[src/rtl/intra_pred_pkg.sv]
// Shared types and defaults for the intra-prediction SAD path and its mode decider.
package intra_pred_pkg;

  localparam int unsigned DEF_PIX_W     = 8;
  localparam int unsigned DEF_NUM_MODES = 8;
  localparam int unsigned DEF_MB_SIZE_L = 8;
  localparam int unsigned DEF_MB_SIZE_W = 8;

  // Width that holds (2^pix_w - 1) * n_pix without overflow.
  function automatic int unsigned sad_width(input int unsigned pix_w, input int unsigned n_pix);
    return pix_w + $clog2(n_pix);
  endfunction

  localparam int unsigned DEF_SAD_W = sad_width(DEF_PIX_W, DEF_MB_SIZE_L * DEF_MB_SIZE_W);

  typedef logic [DEF_PIX_W-1:0] pix_t;
  typedef logic [DEF_SAD_W-1:0] sad_t;

  typedef enum logic [0:0] {
    ACCUM,
    OUT
  } state_t;

endpackage

[src/rtl/abs_diff.sv]
// Combinational absolute difference |a - b| of two unsigned pixels.
module abs_diff
  import intra_pred_pkg::*;
#(
  parameter int unsigned PIX_W = DEF_PIX_W
) (
  input  logic [PIX_W-1:0] a,
  input  logic [PIX_W-1:0] b,
  output logic [PIX_W:0]   y
);

  logic [PIX_W:0] diff;

  // Subtract one bit wider so the MSB flags a negative result, then negate it back.
  always_comb begin
    diff = {1'b0, a} - {1'b0, b};
    y    = diff[PIX_W] ? -diff : diff;
  end

endmodule

[src/rtl/intra_sad_accumulator.sv]
// Per-mode SAD accumulation over one macroblock, handing the finished vector to the decider.
module intra_sad_accumulator
  import intra_pred_pkg::*;
#(
  parameter int unsigned MB_SIZE_L = DEF_MB_SIZE_L,
  parameter int unsigned MB_SIZE_W = DEF_MB_SIZE_W,
  parameter int unsigned NUM_MODES = DEF_NUM_MODES,
  parameter int unsigned PIX_W     = DEF_PIX_W,
  localparam int unsigned N        = MB_SIZE_L * MB_SIZE_W,
  localparam int unsigned SAD_W    = sad_width(PIX_W, N),
  localparam int unsigned CNT_W    = $clog2(N)
) (
  input  logic                       clk,
  input  logic                       reset,
  input  logic                       flush,
  input  logic                       in_valid,
  output logic                       in_ready,
  input  logic [PIX_W-1:0]           orig_pix,
  input  logic [NUM_MODES*PIX_W-1:0] pred_pix,
  output logic                       sad_valid,
  input  logic                       sad_ready,
  output logic [NUM_MODES*SAD_W-1:0] sads,
  output logic [CNT_W-1:0]           pix_cnt
);

  state_t                     state_q, state_d;
  logic                       live_q;
  logic [CNT_W-1:0]           cnt_q;
  logic [SAD_W-1:0]           acc_q [NUM_MODES];
  logic [SAD_W-1:0]           sum   [NUM_MODES];
  logic [PIX_W:0]             ad    [NUM_MODES];
  logic [NUM_MODES*SAD_W-1:0] sads_q;
  logic                       accept;
  logic                       last_beat;

  for (genvar m = 0; m < NUM_MODES; m++) begin : g_abs
    abs_diff #(
      .PIX_W(PIX_W)
    ) u_abs_diff (
      .a(orig_pix),
      .b(pred_pix[m*PIX_W +: PIX_W]),
      .y(ad[m])
    );
  end

  // Running sums including the beat currently on the inputs.
  always_comb begin
    for (int m = 0; m < NUM_MODES; m++) begin
      sum[m] = acc_q[m] + SAD_W'(ad[m]);
    end
  end

  // in_ready is only high in ACCUM, so an accepted beat never lands in OUT.
  always_comb begin
    accept    = in_valid && in_ready;
    last_beat = accept && (cnt_q == CNT_W'(N - 1));
  end

  // State register; live_q keeps in_ready low until the first clock after reset release.
  always_ff @(posedge clk or negedge reset) begin
    if (!reset) begin
      state_q <= ACCUM;
      live_q  <= 1'b0;
    end else begin
      state_q <= state_d;
      live_q  <= 1'b1;
    end
  end

  // Next state: flush wins over both handshakes.
  always_comb begin
    state_d = state_q;
    unique case (state_q)
      ACCUM: if (!flush && last_beat) state_d = OUT;
      OUT:   if (flush || sad_ready) state_d = ACCUM;
      default: state_d = ACCUM;
    endcase
  end

  // Outputs decode from registered state only, so no ready/valid combinational paths.
  always_comb begin
    in_ready  = live_q && (state_q == ACCUM);
    sad_valid = (state_q == OUT);
    sads      = sads_q;
    pix_cnt   = cnt_q;
  end

  // Accumulators, beat counter and the held SAD vector.
  always_ff @(posedge clk or negedge reset) begin
    if (!reset) begin
      for (int m = 0; m < NUM_MODES; m++) acc_q[m] <= '0;
      cnt_q  <= '0;
      sads_q <= '0;
    end else if (flush) begin
      for (int m = 0; m < NUM_MODES; m++) acc_q[m] <= '0;
      cnt_q  <= '0;
      sads_q <= '0;
    end else if (accept) begin
      for (int m = 0; m < NUM_MODES; m++) acc_q[m] <= sum[m];
      if (last_beat) begin
        cnt_q <= '0;
        for (int m = 0; m < NUM_MODES; m++) sads_q[m*SAD_W +: SAD_W] <= sum[m];
      end else begin
        cnt_q <= cnt_q + CNT_W'(1);
      end
    end else if (sad_valid && sad_ready) begin
      for (int m = 0; m < NUM_MODES; m++) acc_q[m] <= '0;
    end
  end

endmodule

[config.mk]
export PLATFORM = sky130hd
export DESIGN_NAME = intra_sad_accumulator
export DESIGN_NICKNAME = d
export VERILOG_FILES = /design/src/rtl/intra_pred_pkg.sv /design/src/rtl/abs_diff.sv /design/src/rtl/intra_sad_accumulator.sv
export SDC_FILE = /design/constraint.sdc
export NUM_CORES = 1
export LEC_CHECK = 0
export ABC_AREA = 0
export ABC_CLOCK_PERIOD_IN_PS = 2450
export BUFFER_PORTS_ARGS = -buffer_cell sky130_fd_sc_hd__buf_2
export CORE_ASPECT_RATIO = 1.5
export CORE_MARGIN = 2
export CORE_UTILIZATION = 40
export CTS_CLUSTER_SIZE = 20
export DETAILED_ROUTE_END_ITERATION = 8
export PLACE_DENSITY_LB_ADDON = 0.05
export REMOVE_ABC_BUFFERS = 1
export SLEW_MARGIN = 0
export SYNTH_ARGS = -nofsm -noshare
export SYNTH_HDL_FRONTEND = slang
export SYNTH_SLANG_ARGS = --single-unit
[constraint.sdc]
create_clock -name clk -period 2.45 [get_ports clk]
set_input_delay 0.245 -clock clk [delete_from_list [all_inputs] [get_ports clk]]
set_output_delay 0.245 -clock clk [all_outputs]
set_load 0.005 [all_outputs]
==> summary.txt <==
Min path
  • Class of the worst hold path: input port to async pin

Timing
  • Final count of pins violating max slew: 0
  • Final hold vios: 0
  • Rel. slew slack: 16.2%
  • Final clock period utilization by the worst path: 144%
  • Setup violation total in the final timing report: 202
  • Time the final worst path needs with I/O delays and setup: 3530 ps
  • Crit path setup slack, layout: -1080 ps
  • Actual slew at the worst max-slew pin: 1250 ps
  • Maximum operating frequency: 283 MHz
  • RSZ-0062 raised after global routing: true
  • Max Clock Skew: 12.3 ps

Detailed routing
  • Total via count after detailed routing: 17700
  • Routed wire length: 63000 um
  • Post-route DRC violation count: 0
  • Vias per cell: 5.51
  • WL per Instance: 19.6 um
  • Remaining antenna violation count after routing: 0
  • Violation count after the first detailed-route iteration: 740
  • DR pass1 iterations: 5

Floorplanning
  • Starting utilization of the core area: 40.6%
  • DIE AREA: 45300 um^2
  • Horizontal extent of the die: 174 um
  • Placeable core area: 42900 um^2
  • Num rows: 93
  • Io pins: 197
  • Height of the chip: 260 um

Critical path
  • RR Startpoint: pix_cnt[0]
  • Startpoint type of the worst setup path: input port
  • Worst endpoint data arrival time: 4000 ps
  • Critical path depth: 20
  • Worst path bufs/invs: 5
  • Largest driver fanout on the critical path: 6
  • Crit path max-delay cell type: o31a_1
  • Type of destination of the critical path: flip-flop
  • First element of the critical path: orig_pix[0]
  • Required time of the critical path: 2920 ps
  • Worst setup path class: input port to flip-flop
  • Worst reg2reg path depth: 6
  • Worst path cell trace: buf_8 > clkinvlp_4 > buf_6 > ha_4 > fa_2 > nor2b_2 > o31a_1 > o31a_1 > o21ai_4 > buf_6 > o211ai_1 > xnor2_1 > ha_1 > o21a_1 > o21a_1 > o22a_1 > a311oi_2 > buf_4 > o21ai_2 > a311oi_2
  • Top cell family by delay on the critical path: compound AO/OA/AOI/OAI gates
  • Longest individual stage delay on the worst path: 330 ps

Synth
  • Top cells by area, synth: dfrtp_1, ha_1, xnor2_1
  • Syn Area/Cell: 8.93 um^2
  • Seq/Total Area, Yosys: 33.3%
  • Cell taking the most area after synthesis: dfrtp_1
  • Share of the synthesized area in the top cell type: 33.3%
  • Synthesized flop and latch total: 232
  • Number of warnings printed during yosys synthesis: 0
  • Library cell with the highest instance count after synthesis: dfrtp_1
  • Number of distinct library cells after synthesis: 86
  • Primary FF master, synth: dfrtp_1
  • Number of enable-type register cells in the synthesized netlist: 0
  • Fraction of synthesis flops using an asynchronous set or reset pin: 100%
  • Most numerous cell types in the synthesized netlist: dfrtp_1, nand2_1, ha_1
  • Netlist area before placement: 17400 um^2
  • Synthesized instance count: 1949

Global routing
  • GR Util All Layers: 27.3%
  • Maximum number of pins on one net before global-route repair: 78
  • Number of antenna violations at the first check in global routing: 4
  • Vias in the first global route: 18600
  • Wire length of the first global-routing pass: 98000 um
  • Remaining Overflow, GRT: 0

Clocking
  • H-tree lvl count: 1
  • Total CTS buffers: 27
  • Sinks on Clock Net: 232
  • TritonCTS clock tree: done
  • Worst-Skew Late Latency: 570 ps
  • Clock Root Buffer: clkbuf_16
  • Clock-pin slew reported for the worst setup and hold paths after clock tree synthesis: 60 ps
  • Clock Tree Buf Depth: 3

Placed design
  • Worst Setup Slack post-DPL: -1920 ps
  • Detailed placer's ending HPWL: 43000 um
  • Count of port buffers added during placement: 196
  • Final weighted congestion in routability-driven placement: 0.897

Power and ir drop
  • Total design power: 18.2 mW
  • Total power per unit cell area: 665 nW/um^2
  • Leakage: 13.0 nW
  • VDD IR-drop max: 0.571 mV

Outcome
  • Failing checks: setup timing
  • Outcome: complete, but fails checks

Cells and area
  • Post-route core utilization: 63.7%
  • Share of final-layout standard cells stronger than drive strength 1: 45.5%
  • Layout Area Growth over Synthesis: 57.2%
  • Final Net Count: 2872
  • Total of fill cells in the finished design: 3569

Flow run
  • Max-cap violation count: 0
==> where the power goes <==
part	leakage [nW]	internal [mW]	switching, mW
Clock	0.457	2.64	1.75
Sequential	3.21	4.00	0.142
Combinational	9.33	5.07	4.59
==> flip-flops by register name (all words and copies together) (netlist names) <==
name / cells
live_q: 1
sad_valid: 1
pix_cnt: 6
acc_q: 112
sads: 112
==> metrics by stage <==
stage               cells  hold slack (ps)  instance area, um^2  setup TNS, ps
finish               3216              163                27400        -145900
global route         3214              189                27400        -172880
CTS                  3169              150                25800        -131040
detailed placement   3054              164                22100        -296870
global placement     3054              154                22100        -290110
floorplan            1873            -50.6                17100        -358970
==> cell families (layout without fill, tap and decap cells) <==
group / after synthesis / after routing / synth area share, %
compound gates: 589 / 589 / 24.3
flops: 232 / 232 / 33.3
other cells: 1 / 3 / 0.0215
xor+xnor: 149 / 149 / 7.49
fa+ha+maj: 169 / 169 / 12.8
simple gates: 579 / 579 / 16.3
mux: 15 / 15 / 0.912
buf+inv: 215 / 910 / 4.79
==> per-layer routing <==
metal	up-vias	GRT usage [%]	part of all wire [%]
li1	8463	-	-
met2	403	51.3	53
met4	4	12.4	4.6
met5	-	0	0.048
met3	145	3.93	4.0
met1	8696	30.1	38
==> timing repair <==
| action | CTS | global route |
|---|---|---|
| gates resized for setup | 446 | 230 |
| gates cloned | 1 | 0 |
| pin swaps | 323 | 240 |
| buffers inserted | 85 | 55 |
| endpoints found under the hold margin | 212 | 0 |
| endpoints found under the setup margin | 206 | 208 |
| hold buffers | 3 | 0 |
==> layout make-up <==
class                   instances  area (um^2)  area share [%]
well taps                     570          713            2.61
flip-flops and latches        232         5810            21.2
clock inverters                 9          154           0.562
clock buffers                  38          787            2.88
multi-input cells            1502        13900            50.7
diodes                          2         5.00          0.0183
inverters                     139          526            1.92
repair buffers                724         5510            20.1
==> final timing paths <==
path | endpoint | slack (ps)
min in group clk | pix_cnt[1] | 170
max reg2reg | sads[111] | 0
max | sads[53] | -1080
min | sads[99] | 160
max in group asynchronous | sads[83] | 1580
min reg2reg | sads[99] | 480
==> cells in the final DEF, fill, tap and decap left out, types with 16 or more instances in the layout <==
cell type	Yosys	layout
buf_4	0	424
dfrtp_1	232	232
buf_2	15	191
nand2_1	168	151
inv_1	137	136
ha_1	153	113
nor2_1	127	108
buf_6	1	88
a22o_1	75	75
xnor2_1	95	56
a21oi_1	114	52
nand3_1	77	51
o21ai_1	31	47
a21o_1	46	45
a21oi_2	0	45
o21a_1	34	34
xor2_1	54	32
o211ai_1	31	31
xnor2_2	0	30
or3_1	40	29
ha_4	0	28
clkbuf_16	0	27
o21ai_0	64	26
nand3_2	0	20
o21ai_2	5	18
nor3_1	27	18
a21oi_4	0	17
nand4_1	16	16
a211oi_1	38	16
fa_2	0	16
buf_12	0	16
Power figures use the tool's default switching activity.
